## src/rtl/gelu_stream_arbiter.sv

```systemverilog
// gelu_stream_arbiter: round-robin shares one gelu_top between NUM_REQ AXI-stream requesters and routes results back by tag.
// Latency: one idle arbitration cycle per packet, then zero-latency forwarding; the return path is purely combinational.
// Backpressure: m_tready feeds only the granted lane; the tag-FIFO head's r_tready drives g_tready; a full tag FIFO stalls arbitration.
module gelu_stream_arbiter #(
    parameter int NUM_REQ   = 2,
    parameter int D_W_ACC   = 32,
    parameter int TAG_DEPTH = 4
) (
    input  logic                         clk,
    input  logic                         rst,
    // requester input streams
    input  logic [NUM_REQ*D_W_ACC-1:0]   s_tdata,
    input  logic [NUM_REQ-1:0]           s_tlast,
    input  logic [NUM_REQ-1:0]           s_tvalid,
    output logic [NUM_REQ-1:0]           s_tready,
    // towards gelu_top qin
    output logic [D_W_ACC-1:0]           m_tdata,
    output logic                         m_tlast,
    output logic                         m_tvalid,
    input  logic                         m_tready,
    // from gelu_top qout
    input  logic [D_W_ACC-1:0]           g_tdata,
    input  logic                         g_tlast,
    input  logic                         g_tvalid,
    output logic                         g_tready,
    // per-requester return streams, data/last shared by all lanes
    output logic [D_W_ACC-1:0]           r_tdata,
    output logic                         r_tlast,
    output logic [NUM_REQ-1:0]           r_tvalid,
    input  logic [NUM_REQ-1:0]           r_tready,
    // status
    output logic [$clog2(NUM_REQ)-1:0]   grant,
    output logic                         busy
);

    localparam int GW  = $clog2(NUM_REQ);
    localparam int GW1 = GW + 1;
    localparam int PW  = $clog2(TAG_DEPTH);
    localparam int CW  = $clog2(TAG_DEPTH + 1);

    typedef enum logic {
        IDLE = 1'b0,
        BUSY = 1'b1
    } state_e;

    state_e          state_q, state_d;
    logic [GW-1:0]   grant_q, grant_d;
    logic [GW-1:0]   last_grant_q, last_grant_d;

    // round-robin search
    logic [GW-1:0]   rr_start;
    logic [GW1-1:0]  cand_w;
    logic [GW-1:0]   cand;
    logic            sel_found;
    logic [GW-1:0]   sel_idx;

    // granted lane view
    logic [D_W_ACC-1:0] lane_dat;
    logic               lane_last;
    logic               lane_vld;

    // tag FIFO: one entry per packet currently inside gelu_top, holding its owner
    logic [GW-1:0]   tag_mem_q [TAG_DEPTH];
    logic [PW-1:0]   tag_wr_q, tag_wr_d;
    logic [PW-1:0]   tag_rd_q, tag_rd_d;
    logic [CW-1:0]   tag_cnt_q, tag_cnt_d;
    logic            tag_push;
    logic            tag_pop;
    logic            tag_full;
    logic            tag_empty;
    logic [GW-1:0]   tag_head;

    assign tag_full  = (tag_cnt_q == CW'(TAG_DEPTH));
    assign tag_empty = (tag_cnt_q == '0);
    assign tag_head  = tag_mem_q[tag_rd_q];

    // pick the first valid lane after the previous owner, wrapping at NUM_REQ
    always_comb begin
        rr_start  = (last_grant_q == GW'(NUM_REQ - 1)) ? '0 : last_grant_q + GW'(1);
        cand_w    = '0;
        cand      = '0;
        sel_found = 1'b0;
        sel_idx   = '0;
        for (int k = 0; k < NUM_REQ; k++) begin
            cand_w = {1'b0, rr_start} + GW1'(k);
            if (cand_w >= GW1'(NUM_REQ)) begin
                cand_w = cand_w - GW1'(NUM_REQ);
            end
            cand = cand_w[GW-1:0];
            if (!sel_found && s_tvalid[cand]) begin
                sel_found = 1'b1;
                sel_idx   = cand;
            end
        end
    end

    // mux the currently granted lane onto a single view
    always_comb begin
        lane_dat  = '0;
        lane_last = 1'b0;
        lane_vld  = 1'b0;
        for (int i = 0; i < NUM_REQ; i++) begin
            if (grant_q == GW'(i)) begin
                lane_dat  = s_tdata[i*D_W_ACC +: D_W_ACC];
                lane_last = s_tlast[i];
                lane_vld  = s_tvalid[i];
            end
        end
    end

    // arbiter FSM next state and forward-path outputs; grant only moves in IDLE so a packet is never split
    always_comb begin
        state_d      = state_q;
        grant_d      = grant_q;
        last_grant_d = last_grant_q;
        tag_push     = 1'b0;
        m_tdata      = lane_dat;
        m_tlast      = lane_last;
        m_tvalid     = 1'b0;
        s_tready     = '0;

        case (state_q)
            IDLE: begin
                // arbitration cycle: nothing is forwarded here
                if (sel_found && !tag_full) begin
                    grant_d  = sel_idx;
                    tag_push = 1'b1;
                    state_d  = BUSY;
                end
            end
            BUSY: begin
                if (!rst) begin
                    m_tvalid = lane_vld;
                    for (int i = 0; i < NUM_REQ; i++) begin
                        s_tready[i] = (grant_q == GW'(i)) && m_tready;
                    end
                end
                if (lane_vld && m_tready && lane_last) begin
                    last_grant_d = grant_q;
                    state_d      = IDLE;
                end
            end
            default: begin
                state_d = IDLE;
            end
        endcase
    end

    // arbiter state registers; reset makes lane 0 the first winner
    always_ff @(posedge clk) begin
        if (rst) begin
            state_q      <= IDLE;
            grant_q      <= '0;
            last_grant_q <= GW'(NUM_REQ - 1);
        end else begin
            state_q      <= state_d;
            grant_q      <= grant_d;
            last_grant_q <= last_grant_d;
        end
    end

    // return routing: the oldest outstanding tag owns gelu_top's output; with no tag, nothing is accepted
    always_comb begin
        r_tvalid = '0;
        g_tready = 1'b0;
        if (!tag_empty && !rst) begin
            for (int i = 0; i < NUM_REQ; i++) begin
                if (tag_head == GW'(i)) begin
                    r_tvalid[i] = g_tvalid;
                    g_tready    = r_tready[i];
                end
            end
        end
        tag_pop = g_tvalid && g_tready && g_tlast;
    end

    assign r_tdata = g_tdata;
    assign r_tlast = g_tlast;

    // tag FIFO pointer/occupancy next state; depth is a power of two so pointers wrap on their own
    always_comb begin
        tag_wr_d  = tag_wr_q;
        tag_rd_d  = tag_rd_q;
        tag_cnt_d = tag_cnt_q;
        if (tag_push) begin
            tag_wr_d = tag_wr_q + PW'(1);
        end
        if (tag_pop) begin
            tag_rd_d = tag_rd_q + PW'(1);
        end
        case ({tag_push, tag_pop})
            2'b10:   tag_cnt_d = tag_cnt_q + CW'(1);
            2'b01:   tag_cnt_d = tag_cnt_q - CW'(1);
            default: tag_cnt_d = tag_cnt_q;
        endcase
    end

    // tag FIFO pointers and count; reset empties it and abandons anything in flight
    always_ff @(posedge clk) begin
        if (rst) begin
            tag_wr_q  <= '0;
            tag_rd_q  <= '0;
            tag_cnt_q <= '0;
        end else begin
            tag_wr_q  <= tag_wr_d;
            tag_rd_q  <= tag_rd_d;
            tag_cnt_q <= tag_cnt_d;
        end
    end

    // tag FIFO storage; contents are only meaningful below the count so no reset is needed
    always_ff @(posedge clk) begin
        if (tag_push && !rst) begin
            tag_mem_q[tag_wr_q] <= grant_d;
        end
    end

    assign grant = grant_q;
    assign busy  = (state_q == BUSY) && !rst;

endmodule
```

## config.mk

```make
export PLATFORM = sky130hd
export DESIGN_NAME = gelu_stream_arbiter
export DESIGN_NICKNAME = d
export VERILOG_FILES = /design/src/rtl/gelu_stream_arbiter.sv
export SDC_FILE = /design/constraint.sdc
export NUM_CORES = 1
export LEC_CHECK = 0
export ABC_AREA = 1
export BUFFER_PORTS_ARGS = -buffer_cell sky130_fd_sc_hd__buf_2
export CORE_MARGIN = 2
export CORE_UTILIZATION = 35
export CTS_BUF_LIST = sky130_fd_sc_hd__clkbuf_2
export DETAILED_ROUTE_END_ITERATION = 16
export HOLD_SLACK_MARGIN = 0.02
export PLACE_DENSITY = 0.81
export SLEW_MARGIN = 10
export SYNTH_ARGS = -nofsm -noshare
export SYNTH_HDL_FRONTEND = slang
export SYNTH_SLANG_ARGS = --single-unit
```

## constraint.sdc

```tcl
create_clock -name clk -period 2.1 [get_ports clk]
set_input_delay 0.21 -clock clk [delete_from_list [all_inputs] [get_ports clk]]
set_output_delay 0.21 -clock clk [all_outputs]
set_load 0.01 [all_outputs]
```

**Yosys cells after proc, flatten, opt, wreduce, memory -nomap -nowiden**

Memories as Yosys holds them, arrays and structs flattened. A register that Yosys moved wholly into a read port is not among the register bits.
Cells that the tools add are included.

- Order comparisons: 4
- Bitwise gates (word level): 2
- $add $sub $neg: 8
- Muxes and demuxes: 34
- Equal/unequal tests: 3
- Reductions and logical operators: 18

Operator list:

| operator | count |
|---|---|
| two-way mux 32 bit | 1 |
| two-way mux 1 bit | 26 |
| logical AND 1 bit | 11 |
| two-way mux 2 bit | 5 |
| case mux 3 bit (2 select lines) | 1 |
| adder 2 x 1 -> 2 bit, second input constant | 2 |
| zero test 1 bit | 4 |
| < comparator 1 x 2 -> 1 bit, second input constant | 2 |
| adder 3 x 1 -> 3 bit, second input constant | 1 |
| equality test 3 bit, second input constant | 1 |
| zero test 3 bit | 1 |
| subtractor 3 x 1 -> 3 bit, second input constant | 1 |
| adder 1 x 1 -> 2 bit, second input constant | 1 |
| equality test 2 x 1 -> 1 bit, second input constant | 1 |
| equality test 2 bit, second input constant | 1 |
| greater-or-equal comparator 1 x 2 -> 1 bit, second input constant | 1 |
| greater-or-equal comparator 2 bit, second input constant | 1 |
| NOT 1 bit | 2 |
| case mux 1 bit (2 select lines) | 1 |
| AND reduction 2 bit | 1 |
| nonzero test 2 bit | 1 |
| subtractor 1 bit, second input constant | 2 |
| adder 1 bit, second input constant | 1 |

- Bits in writable memories: 4
- Word-level logic and storage cells: 76
- Memories: 1
- Bits in registers: 10

Memories:

| name | depth | bits a word | rd ports | clocked after memory_dff | wr ports | line | RTL |
|---|---|---|---|---|---|---|---|
| tag_mem_q | 4 | 1 | 1 | 1 | 1 | 63 | `logic [GW-1:0] tag_mem_q [TAG_DEPTH];` |

**Longest topological paths before layout**

- Word-level depth: 16
- Mapped depth: 14
- Mapped depth without buffers: 14

**Worst setup path before layout**

OpenSTA, ideal clock, no wires.

- Path kind: flip-flop to flip-flop
- Start point: reg tag_cnt_q[0]
- End point: reg tag_cnt_q[2]
- Period minus slack after synthesis: 1.864 ns
- Setup time: 0.122 ns
- Arrival: 1.742 ns
- Required time: 1.978 ns
- Setup slack: 0.236 ns
- Stages on the path, launching flop included: 14
- Buffers on the path: 0
- Path through: dfxtp_1 -> inv_2 -> nand3_2 -> nand3_4 -> nor2_4 -> nand3_2 -> inv_2 -> ha_1 -> inv_1 -> fa_1 -> a21oi_1 -> o21ai_0 -> o21ai_0 -> a21oi_1

- Word-level cells in the longest chain between the ends: 8
- Elaborated cells on any way between the ends: 17

Ends and longest elaborated chain:

| what | line | RTL |
|---|---|---|
| start, declared | 66 | `logic [CW-1:0] tag_cnt_q, tag_cnt_d;` |
| start signal, assigned | 207 | `tag_cnt_q <= tag_cnt_d;` |
| zero test 3 bit (*) | 74 | `assign tag_empty = (tag_cnt_q == '0);` |
| zero test 1 bit (*) | 166 | `if (!tag_empty && !rst) begin` |
| logical AND 1 bit (*) | 166 |  |
| two-way mux 1 bit (*) | 166 |  |
| logical AND 1 bit (*) (2 in series) | 174 | `tag_pop = g_tvalid && g_tready && g_tlast;` |
| net tag_pop | 68 | `logic tag_pop;` |
| equality test 2 x 1 -> 1 bit / equality test 2 bit (equally long branches) | 191 | `case ({tag_push, tag_pop})` |
| case mux 3 bit (2 select lines) / nonzero test 2 bit (equally long branches) | - |  |

The timed path passes the listed nets; every way through them passes the cells marked *.
A chain may end at the register's enable or synchronous reset.

**Worst setup path in the final report**

Ends and elaborated chain as after synthesis.

==> summary.txt <==
Status
  • Outcome: finished, final reports clean

Layout
  • Final net count: 448
  • N_diodes: 0
  • Layout area overhead: 29.4%
  • FILL cells: 449
  • Most frequent cells in the layout: 116 x buf_2, 110 x nand2_1, 14 x inv_1, 11 x nor2_1, 9 x a21oi_1
  • Commonest non-fill, non-tap cell in the layout: buf_2
  • Final cell count without fillers: 386
  • Finished Cell Area: 0.00202 mm²
  • Layout cells sized above 1: a little under half

Timing
  • Final Skew: 8.44 ps
  • Unrepaired setup endpoints after global routing: yes
  • Relative slew slack: around 74%
  • Final setup fails: 0
  • Max Fclk: a little under 0.5 GHz
  • Worst slew pin tran: ~400 ps
  • Max-slew violation count: 0
  • Period utilization: between 90% and 100%
  • Crit path time final: 2030 ps
  • Final hold vios: 0

Clocking
  • Clock Sinks: 16
  • Hold Buf Count CTS: 0
  • Clock insertion delay at the later pin of the skew report: 300 ps
  • Max H-tree Level: 1
  • Clk pin slew, worst setup/hold paths: 150 ps
  • Clk Tree Root Cell: clkbuf_2
  • CTS tree: yes
  • Clk buf depth: 2
  • Total CTS buffers: 3

Placed design
  • Final Wtd Congestion: 0.841
  • Placed Instances: 380
  • Port bufs: 116
  • Post-DP Area: 0.00195 mm²
  • DP Wirelength: 3720 µm

Floorplan
  • Core box area: 0.00432 mm²
  • Starting density of the core: roughly 36%
  • Site Rows: 24
  • I/O pin count: 181
  • Die W: 70.8 µm
  • Die height: 70.8 µm
  • DIE AREA: 0.00502 mm²

Synthesis
  • Sequential area share after synthesis: 23.0%
  • Yosys warning total: 0
  • Synth area leaders: nand2_1 27%, buf_4 16%, dfxtp_1 15%, edfxtp_1 7.7%, inv_1 4.1%
  • Mapped Cells: 249
  • Yosys top cell area share: 26.6%
  • Syn Std Cell Area: 0.00156 mm²
  • Synth Register Bits: 16
  • Yosys cell types: 27
  • Mean Syn Cell Area: 6.28 µm²
  • Syn nets: 362
  • Synth area leader: nand2_1

Drt
  • Initial DRC Count: 28
  • Antenna-violating nets left: 0
  • Vias: about 1700
  • Post-DR wirelength/cell: 11.7 µm
  • Via/cell ratio: 4.48
  • Routed wire length: approximately 4500 µm
  • First-pass DRT Iterations: 4
  • DRC Markers: 0

Worst setup path
  • Worst EP arrival: 2230 ps
  • CP Class: register to register
  • Critical Path Start Type: register
  • R2R Path End: tag_cnt_q[2]$_SDFFE_PP0P_
  • Worst R2R Setup Slack: 70 ps
  • Req. time, crit path: 2310 ps
  • Reg-to-Reg Start: tag_cnt_q[0]$_SDFFE_PP0P_
  • Setup crit end kind: register
  • Crit path from: tag_cnt_q[0]$_SDFFE_PP0P_
  • CP Max Fanout: 3
  • R2R cell count: 13
  • Capture point of the critical path: tag_cnt_q[2]$_SDFFE_PP0P_

GRT
  • Largest net degree at the start of global routing: 39
  • Global route overflow: 0
  • Antenna violations before repair: 0
  • Vias in the first global route: 1644
  • GRT Util Overall: 17.0%
  • First-pass GRT wire length: just under 7000 µm

Pwr
  • Leakage power: 0.00119 µW
  • PD cells: 485 mW/mm²
  • Peak VDD IR: 0.189 mV

Job
  • MaxCap Viol Count: 0

Worst hold path
  • Hold WC Path Type: input port to register
==> where the power goes <==
part / switching [µW] / total (µW) / internal (µW)
registers: 23.1 / 373 / 350
clock network: 94.9 / 136 / 41.3
logic: 272 / 473 / 200
==> stage by stage <==
stage | power, µW | setup WS [ps] | hold slack (ps) | utilization [%] | TNS, ps
final | 982 | 73.4 | 150 | 46.8 | 0
after global routing | 1060 | -69.8 | 142 | 46.8 | -69.8
after CTS | 959 | 14.8 | 132 | 45.5 | 0
after detailed placement | 822 | 23.3 | 420 | 45.0 | 0
after global placement | 815 | 145 | 420 | 45.0 | 0
after floorplan | 697 | 236 | 279 | - | 0
==> cell usage after synthesis <==
cell and instances:
nand2_1 111, buf_4 33, inv_1 17, dfxtp_1 12, nor2_1 11, a21oi_1 10, o21ai_0 6, ha_1 5
inv_2 5, edfxtp_1 4, nand2_2 4, nand3_1 4, nand3_2 4, buf_2 3, clkbuf_1 3, o21ai_1 3
nand2_4 2, nor2_2 2, nor2_4 2, a21oi_2 1, and3_1 1, buf_6 1, fa_1 1, nand3_4 1
nand3b_1 1, o21ai_2 1, xor2_1 1
==> kinds of logic (layout without fill, tap and decap cells) <==
group	count (synthesis)	after routing	synth area share, %
AND/OR/NAND/NOR	143	143	40.4
buffers and inverters	62	147	23.5
AO/OA/AOI/OAI	21	21	7.20
flip-flops	16	16	23.0
adder cells (fa/ha/maj)	6	6	5.28
XOR/XNOR	1	1	0.560
==> how the worst min path moves through the flow <==
| stage | end | cells after the start | from | slack (ps) |
|---|---|---|---|---|
| 2_1_floorplan | grant$_SDFF_PP0_ | 1 | rst | 280 |
| 3_3_place_gp | r_tdata[17] | 0 | g_tdata[17] | 420 |
| 3_5_place_dp | r_tdata[17] | 0 | g_tdata[17] | 420 |
| 4_1_cts | grant$_SDFF_PP0_ | 2 | rst | 130 |
| 5_1_grt | grant$_SDFF_PP0_ | 2 | rst | 140 |
| 6_report | grant$_SDFF_PP0_ | 2 | rst | 150 |
==> final cells by class <==
type	instances	area (µm²)	area share (%)
inverters	22	87.6	4.33
clock buffers	3	15.0	0.742
multi-input cells	171	868	42.9
clock inverters	1	3.75	0.186
well taps	52	65.1	3.22
repair buffers	121	618	30.6
flip-flops and latches	16	365	18.1
==> routing by layer <==
layer  wire length (µm)  part of all wire [%]  GRT usage (%)  up-vias
met5                  0                     0              0        -
met4                129                   2.8           7.97        0
met3                402                   8.9           4.99       19
met2               2370                    52           30.9       73
met1               1630                    36           17.9      743
li1                   -                     -              -      896
==> what timing repair did <==
item	in CTS	in global routing
gates resized for setup	0	18
buffers inserted	0	2
endpoints found under the setup margin	0	1
hold endpoints to repair	0	0
==> worst max-delay path, cell delays in order (launching register included) <==
cell and delay [ps]:
dfxtp_2 390, inv_4 50, nand3_4 80, nand3_4 100
nor2_4 150, nand3_2 100, inv_2 80, ha_4 140
inv_4 40, fa_2 380, a21oi_2 150, o21ai_2 80
o21ai_1 150, a21oi_1 50
Power figures use the tool's default switching activity.
